`config.mk`:
```
export PLATFORM = sky130hd
export DESIGN_NAME = gcd_datapath
export DESIGN_NICKNAME = d
export VERILOG_FILES = /design/src/rtl/gcd_datapath.sv
export SDC_FILE = /design/constraint.sdc
export NUM_CORES = 1
export LEC_CHECK = 0
export ABC_AREA = 0
export CELL_PAD_IN_SITES_DETAIL_PLACEMENT = 2
export CELL_PAD_IN_SITES_GLOBAL_PLACEMENT = 2
export CORE_MARGIN = 1.5
export CORE_UTILIZATION = 36
export DETAILED_ROUTE_END_ITERATION = 8
export PLACE_DENSITY = 0.87
export SLEW_MARGIN = 20
export SYNTH_ARGS = -nofsm -noshare
export SYNTH_HDL_FRONTEND = slang
export SYNTH_SLANG_ARGS = --single-unit
export TNS_END_PERCENT = 50
```
`constraint.sdc`:
```
create_clock -name i_clk -period 4.9 [get_ports i_clk]
set_input_delay 0.98 -clock i_clk [delete_from_list [all_inputs] [get_ports i_clk]]
set_output_delay 0.98 -clock i_clk [all_outputs]
set_load 0.02 [all_outputs]
```
`src/rtl/gcd_datapath.sv`:
```
// GCD datapath: operand registers, subtract/swap mux, compare flags, result capture,
// iteration counting with saturation, and sticky zero-operand / timeout error flags.
module gcd_datapath #(
    parameter int unsigned WIDTH    = 16,
    parameter int unsigned ITER_W   = 16,
    parameter int unsigned MAX_ITER = 65535
) (
    input  logic              i_clk,
    input  logic              i_rst_n,
    input  logic [WIDTH-1:0]  i_data,
    input  logic              load_A,
    input  logic              load_B,
    input  logic              s_in1,
    input  logic              s_in2,
    input  logic              s_in3,
    input  logic              done,
    output logic              EQ,
    output logic              LT,
    output logic              GT,
    output logic [WIDTH-1:0]  o_result,
    output logic              o_result_valid,
    output logic [ITER_W-1:0] o_iter_count,
    output logic              o_zero_err,
    output logic              o_timeout
);

    localparam logic [ITER_W-1:0] ITER_MAX = ITER_W'(MAX_ITER);

    logic [WIDTH-1:0] a;
    logic [WIDTH-1:0] b;
    logic [WIDTH-1:0] mux_out;
    logic             mux_valid;
    logic             done_q;
    logic             start;
    logic             sub_sel;
    logic             step;
    logic             done_rise;

    // Shared register input: operand load beats B-A beats A-B; no select means hold.
    always_comb begin
        mux_out   = a;
        mux_valid = 1'b1;
        if (s_in3) begin
            mux_out = i_data;
        end else if (s_in1) begin
            mux_out = b - a;
        end else if (s_in2) begin
            mux_out = a - b;
        end else begin
            mux_valid = 1'b0;
        end
    end

    assign start     = s_in3 & load_A;
    assign sub_sel   = ~s_in3 & (s_in1 | s_in2);
    assign step      = sub_sel & (load_A | load_B);
    assign done_rise = done & ~done_q;

    assign EQ = (a == b);
    assign LT = (a < b);
    assign GT = (a > b);

    // Operand registers
    always_ff @(posedge i_clk or negedge i_rst_n) begin
        if (!i_rst_n) begin
            a <= '0;
            b <= '0;
        end else begin
            if (load_A && mux_valid) a <= mux_out;
            if (load_B && mux_valid) b <= mux_out;
        end
    end

    // Per-computation status; a new operand A load restarts it and overrides a done edge
    always_ff @(posedge i_clk or negedge i_rst_n) begin
        if (!i_rst_n) begin
            done_q         <= 1'b0;
            o_result       <= '0;
            o_result_valid <= 1'b0;
            o_iter_count   <= '0;
            o_zero_err     <= 1'b0;
            o_timeout      <= 1'b0;
        end else begin
            done_q <= done;
            if (start) begin
                o_result_valid <= 1'b0;
                o_iter_count   <= '0;
                o_zero_err     <= 1'b0;
                o_timeout      <= 1'b0;
            end else begin
                if (done_rise) begin
                    o_result       <= a;
                    o_result_valid <= 1'b1;
                end
                if (step && (o_iter_count != ITER_MAX)) begin
                    o_iter_count <= o_iter_count + ITER_W'(1);
                    if ((o_iter_count + ITER_W'(1)) == ITER_MAX) o_timeout <= 1'b1;
                end
                // Zero operand never converges under subtraction
                if (sub_sel && ((a == '0) || (b == '0))) o_zero_err <= 1'b1;
            end
        end
    end

endmodule

```
**Word-level counts from Yosys, hierarchy flattened**

Index checks and enable logic that the tools add are counted.

- Output and inout port bits: 38
- Flip-flop bits (word level): 68
- Input port bits: 24
- Logic and storage cells: 53

- Eq/ne operators: 3
- Reduce and logical (&&, ||, !) cells: 13
- Add/subtract/negate cells: 3
- Bitwise gates (word level): 9
- Mux-type cells: 15
- $lt $le $gt $ge: 2

Operators with widths:

| cell | count |
|---|---|
| two-way mux 16 bit | 5 |
| zero test 16 bit | 2 |
| subtractor 16 bit | 2 |
| adder 16 x 1 -> 16 bit (second input constant) | 1 |
| == test 16 bit | 1 |
| == test 16 bit (second input constant) | 1 |
| greater-than comparator 16 bit | 1 |
| less-than comparator 16 bit | 1 |
| inequality test 16 bit (second input constant) | 1 |
| two-way mux 1 bit | 10 |
| nonzero test 2 bit | 4 |
| bitwise AND 1 bit | 4 |
| logical AND 1 bit | 4 |
| AND reduction 2 bit | 2 |
| NOT 1 bit | 3 |
| OR 1 bit | 2 |
| logical OR 1 bit | 1 |

**Logic depth before layout (Yosys ltp)**

Gate-level depths: netlist (run 1).

- Word-level depth: 6
- Depth in mapped cells: 10
- Mapped depth without buffers: 10

**Worst setup path after synthesis (run 1)**

OpenSTA, ideal clock, no wires.

- Kind: flip-flop to output port
- Start: reg a[2]
- End: out GT
- Buffers on the path: 1
- Path slack: 1.302 ns
- Required time: 3.920 ns
- Arrival time: 2.618 ns
- Cell stages (with the launch flop): 10
- Cell sequence: dfrtp_1 > inv_1 > ha_1 > buf_6 > nor2b_4 > o21a_1 > o21bai_1 > or3b_1 > a221oi_1 > nor2_1

- Word-level cells in the longest chain between the ends: 1

Ends and longest elaborated chain:

| element | RTL line | source |
|---|---|---|
| start, declared | 29 | `logic [WIDTH-1:0] a;` |
| start signal, assigned | 69 | `if (load_A && mux_valid) a <= mux_out;` |
| greater-than comparator 16 bit | 61 | `assign GT = (a > b);` |
| end, declared | 19 | `output logic GT,` |

Every way passes these cells.

**Worst setup path in the final report (run 1)**

- Start: reg a[2]
- End: out LT

- Word-level cells in the longest chain between the ends: 1

Ends and longest elaborated chain:

| element | RTL line | source |
|---|---|---|
| less-than comparator 16 bit | 60 | `assign LT = (a < b);` |
| end, declared | 18 | `output logic LT,` |

Every way passes these cells.

==> metrics.yaml, run 1 <==
syn_to_final_growth_pct: 21.5
busiest_layer: "met2"
avgSynthCellArea_um2: 8.11
synth_fp_nets: 678
required_ns: 3.92
yosys_register_bits: 68
ant_nets: 0
via_count: 5061
synth_edf_count: 0
grt_overflow: 0
cp_data_arrival_time_ns: 3.41
netlist_instances: 618
die_area_um2: 14600
grt_first_pass_wirelength_mm: 32.4
leakage_nw: 2.64
p_per_area_nw_per_um2: 599
final_util: 0.455
p_int_mw: 1.93
via_per_inst: 6.01
period_share: 0.897
drt_iter0_drc: 287
track_usage: 0.294
use_met2: 0.485
max-vdd-ir-drop_uv: 162
synth_flop_cell: "dfrtp_1"
cts_tree: "yes"
seq_power_share: 0.237
status: "finished, final reports clean"
max-cap-violations: 0
p_comb_frac: 0.548
drive_gt1_frac: 0.0631
drc: 0
ios: 62
timing.final.hold_violations: 0
place_area_um2: 5750
cts_hold_buf: 0
fin_area_um2: 6090
whs_ns: 0.489
switching_power_mw: 1.72
rsz0062_at_grt: "no"
numPortBuffers: 61
ys_warn_count: 0
placementRows: 42
wl_per_cell_um: 24.0
grt_max_degree: 69
grt_pass1_vias: 5602
met1_usage: 0.372
max_slew_margin: 0.287
postCtsResizedCells: 0
worst_pin_slew_ns: 1.07
critPathCaptureType: "primary output"
timing.setup.tns_ns: 0
instances_no_fill: 842
fillers: 1497
dpl.hpwl_mm: 15.3
numCtsBuffers: 9
finalNetCount: 721
n_antenna_cell: 0
fp.dieH_um: 121
layout_common_cells: "nand2_1 (72), dfrtp_1 (68), o21ai_0 (66)"
mostFrequentLayoutCell: "nand2_1"
yosysUniqueCellTypes: 60
layout_min_cycle_time_ns: 4.39
clk_path_buf_depth: 2
fmax_mhz: 228
skew_ns: 0.00626
cp_max_fo: 9
grt_use_met3: 0.0691
crit_type: "flip-flop to primary output"
drt_wl_total_mm: 20.2
placed_cells: 826
setup_viol: 0
insertion_delay_ns: 0.35
ys_async_sr_fraction: 1.00
cts.clk_slew.worst_paths_ns: 0.06
p_clk_frac: 0.214
design.core.area_um2: 13400
die_w_um: 121
gp_congestion: 0.994
ff2ff_setup_slack_ns: 1.84
maxSlewViolCount: 0
cts-root-buf: "clkbuf_16"
start_kind: "flip-flop"
cts-htree-levels: 3
ys_seq_area_frac: 0.339
hold_path_class: "flip-flop to flip-flop"
cts_setup_buffers: 0
syn-cell-area_um2: 5010
clock_sinks: 68
dr.pass1.iters: 4
grt_antenna_before_repair: 1
start_util: 0.374
switching_share: 0.472
==> final cells by class <==
type                       count  area (µm²)  share of cell area
clock buffer                   9         225              0.0370
clock inverter                 7         123              0.0201
inverter                      43         161              0.0265
multi-input combinational    468        2980               0.489
sequential                    68        1700               0.279
tap                          176         220              0.0361
timing repair buffer          71         681               0.112
==> per-stage QoR <==
step,power (mW),worst slack [ns]
finish,3.65,0.507
global route,3.89,0.371
CTS,3.63,0.498
detailed placement,2.82,0.882
global placement,2.74,1.05
floorplan,2.13,1.30
==> registers in the layout, summed over array words and instances (netlist names) <==
signal,cells
a,16
b,16
done_q,1
o_iter_count,16
o_result,16
o_result_valid,1
o_timeout,1
o_zero_err,1
==> power by group through the flow <==
stage                     Combinational, mW  Clock [mW]  Sequential, mW
after floorplan                        1.26           0           0.863
after global placement                 1.88           0           0.855
after detailed placement               1.95           0           0.873
after CTS                              1.97       0.791           0.865
after global routing                   2.18       0.818           0.889
final                                  2.00       0.783           0.867
==> worst max-delay path: stages, from the launching register on <==
cell and delay, ns:
dfrtp_1 0.43, inv_1 0.09, ha_1 0.44, nor2b_4 0.19, o21a_1 0.21, o21bai_1 0.13
or3b_1 0.42, a221oi_1 0.43, clkdlybuf4s50_1 0.72
==> synth_stat cells (12+ instances only) <==
library cell	instances	area share
buf_2	12	0.012
a21oi_1	52	0.052
nand2_1	72	0.054
inv_1	43	0.032
nor2_1	41	0.031
dfrtp_1	68	0.34
o21ai_0	66	0.066
clkbuf_1	24	0.018
ha_1	34	0.085
nand3_1	16	0.016
o31ai_1	16	0.024
==> cell families (layout without fill, tap and decap cells) <==
group,after synthesis,after routing,share of synthesized area
AOI/OAI and AO/OA,211,211,0.267
and+or+nand+nor,192,192,0.181
buffers and inverters,82,130,0.0659
DFF,68,68,0.339
adders and majority gates,36,36,0.0928
xor gates and xnor gates,20,20,0.0349
muxes,9,9,0.0190
==> path summary, 6_finish.rpt <==
| kind | depth (start not counted) | to | from |
|---|---|---|---|
| max | 8 | LT | a[2] |
| min | 2 | o_result[12] | o_result[12] |
| max reg2reg | 9 | a[13] | a[2] |
| min reg2reg | 2 | o_result[12] | o_result[12] |
| max in group asynchronous | 2 | b[15] | i_rst_n |
| min in group asynchronous | 2 | o_result[0] | i_rst_n |
==> metal layers <==
metal	vias up	share of wire
met5	-	0.00064
met4	2	0.034
met3	47	0.055
met2	138	0.48
met1	2574	0.43
li1	2300	-
(Power assumes the default switching activity.)
==> run 2: changes to the inputs <==
CORE_MARGIN = 2   (was 1.5)
CORE_UTILIZATION = 30   (was 36)
PLACE_DENSITY = 0.74   (was 0.87)
clock period = 4.05 ns   (was 4.9 ns; I/O delays follow)
==> run 2 against run 1 <==
Net effect: worst setup slack worse by 0.39 ns; cell count is 6.3% higher; utilization decreased by 8.0 points; non-clock buffer count grew 8; sequential power grew 21%; die area grew 21%; register-to-register slack worse by 0.86 ns; critical path type unchanged.
==> metrics.yaml, run 2 (same netlist as run 1, synthesis figures left out) <==
status: "finished, final reports clean"
regArea_um2: 1700  # unchanged
max-vdd-ir-drop_uv: 238  # +47%
cp_data_arrival_time_ns: 3.12  # -0.29 ns
placementRows: 47  # +12%
grt_use_met3: 0.0449  # -0.0242
clock_sinks: 68  # unchanged
ant_nets: 0  # unchanged
met1_usage: 0.304  # -0.0682
postCtsResizedCells: 2  # +2
cts-root-buf: "clkbuf_16"
die_area_um2: 17800  # +21%
numCtsBuffers: 9  # unchanged
setup_slack_ns: 0.115  # -0.391 ns
leakage_nw: 2.67  # +1.0%
cp_max_fo: 7  # -2
mostFrequentLayoutCell: "nand2_1"
via_count: 5002  # -1.2%
cp_num_buf_inv: 2  # unchanged
design.core.area_um2: 16500  # +23%
crit_path_cell_trace: "inv_1 > ha_1 > nand2_1 > nor4_1 > clkdlybuf4s50_1"
cts-htree-levels: 3  # unchanged
skew_ns: 0.00767  # +0.00141 ns
fp.dieH_um: 133  # +10%
timing.final.hold_violations: 0  # unchanged
insertion_delay_ns: 0.35  # about the same
grt_overflow: 0  # unchanged
fillers: 1891  # +26%
start_util: 0.304  # -0.0697
drt_wl_total_mm: 20.9  # +3.5%
fmax_mhz: 254
p_per_area_nw_per_um2: 703  # +17%
grt_max_degree: 28  # -59%
grt_first_pass_wirelength_mm: 32.9  # +1.5%
drt_iter0_drc: 280  # -2.4%
required_ns: 3.24  # -0.68 ns
cts_hold_buf: 0  # unchanged
finalNetCount: 729  # +1.1%
critPathTopFamily: "buffers and inverters"
grt_pass1_vias: 5573  # -0.52%
slowest_delay_ns: 0.73  # about the same
drive_gt1_frac: 0.0801  # +0.0171
busiest_layer: "met2"
cts.clk_slew.worst_paths_ns: 0.07  # about the same
worst_pin_slew_ns: 0.842  # -0.224 ns
use_met2: 0.422  # -0.0630
dpl.hpwl_mm: 16.0  # +4.7%
maxSlewViolCount: 0  # unchanged
layout_min_cycle_time_ns: 3.93
grt_antenna_before_repair: 1  # unchanged
crit_type: "flip-flop to primary output"
cts_tree: "yes"
setup_viol: 0  # unchanged
multi_input_area_um2: 2990  # +0.25%
hold_path_class: "primary input to asynchronous set/reset pin"
rsz0062_at_grt: "no"
cp_slowest_cell: "clkdlybuf4s50_1"
clk_path_buf_depth: 2  # unchanged
wl_per_cell_um: 23.3  # -2.6%
die_w_um: 133  # +10%
period_share: 0.972
dr.pass1.iters: 4  # unchanged
gp_congestion: 0.969  # -2.5%
layout_common_cells: "nand2_1 (72), dfrtp_1 (68), o21ai_0 (66)"
track_usage: 0.245  # -0.0494
via_per_inst: 5.59  # -7.0%
ios: 62  # unchanged
dp_slack_ns: 0.314  # -0.568 ns
cts_setup_buffers: 0  # unchanged
start_kind: "flip-flop"
syn_to_final_growth_pct: 23.2
critPathCaptureType: "primary output"
numPortBuffers: 61  # unchanged
timing.setup.tns_ns: 0  # unchanged
drc: 0  # unchanged
max-cap-violations: 0  # unchanged
max_slew_margin: 0.437  # +0.150
[run 2: cell types whose count changed in the layout (fill, tap and decap cells not counted), moves of 2 or more]
cell / previous run / this run
buf_4: 10 / 18
clkdlybuf4s50_1: 60 / 57
ha_1: 34 / 31
ha_2: 0 / 3
bufinv_16: 3 / 1
clkinv_4: 0 / 2
[run 2: layout make-up]
class / count / area share
repair buffers: 79 / 0.119
diodes: 1 / 0.000405
inverters: 43 / 0.0261
clock inverters: 6 / 0.0115
flip-flops and latches: 68 / 0.275
well taps: 220 / 0.0446
multi-input cells: 468 / 0.484
clock buffers: 10 / 0.0387
[run 2: routing by layer]
layer,vias to the layer above,wire length [µm]
li1,2322,-
met1,2529,8850
met2,116,10400
met3,35,990
met4,0,607
met5,-,0
[run 2: metrics by stage]
step | util | power (mW) | hold WS (ns) | std cells | cell area (µm²)
global route | 0.375 | 4.63 | 0.473 | 894 | 6170
finish | 0.375 | 4.34 | 0.443 | 895 | 6180
detailed placement | 0.356 | 3.44 | 0.477 | 878 | 5860
floorplan | - | 2.57 | 0.472 | 618 | 5010
CTS | 0.375 | 4.33 | 0.452 | 894 | 6170
global placement | 0.356 | 3.36 | 0.467 | 878 | 5860
[run 2: final timing paths]
kind,startpoint,to,slack (ns),cells past startpoint
worst max-delay path,a[13],EQ,0.12,5
min in group i_clk,o_result[12],o_result[12],0.48,2
worst max register to register,a[13],a[15],0.98,9
max in group asynchronous,i_rst_n,b[8],2.84,2
worst min register to register,o_result[12],o_result[12],0.48,2
worst min-delay path,i_rst_n,a[6],0.44,1
[run 2: report_power, final]
| part | internal [mW] | switching, mW | total (mW) |
|---|---|---|---|
| clock network | 0.498 | 0.351 | 0.849 |
| logic | 0.916 | 1.53 | 2.45 |
| registers | 0.837 | 0.208 | 1.05 |
| total | 2.25 | 2.09 | 4.34 |
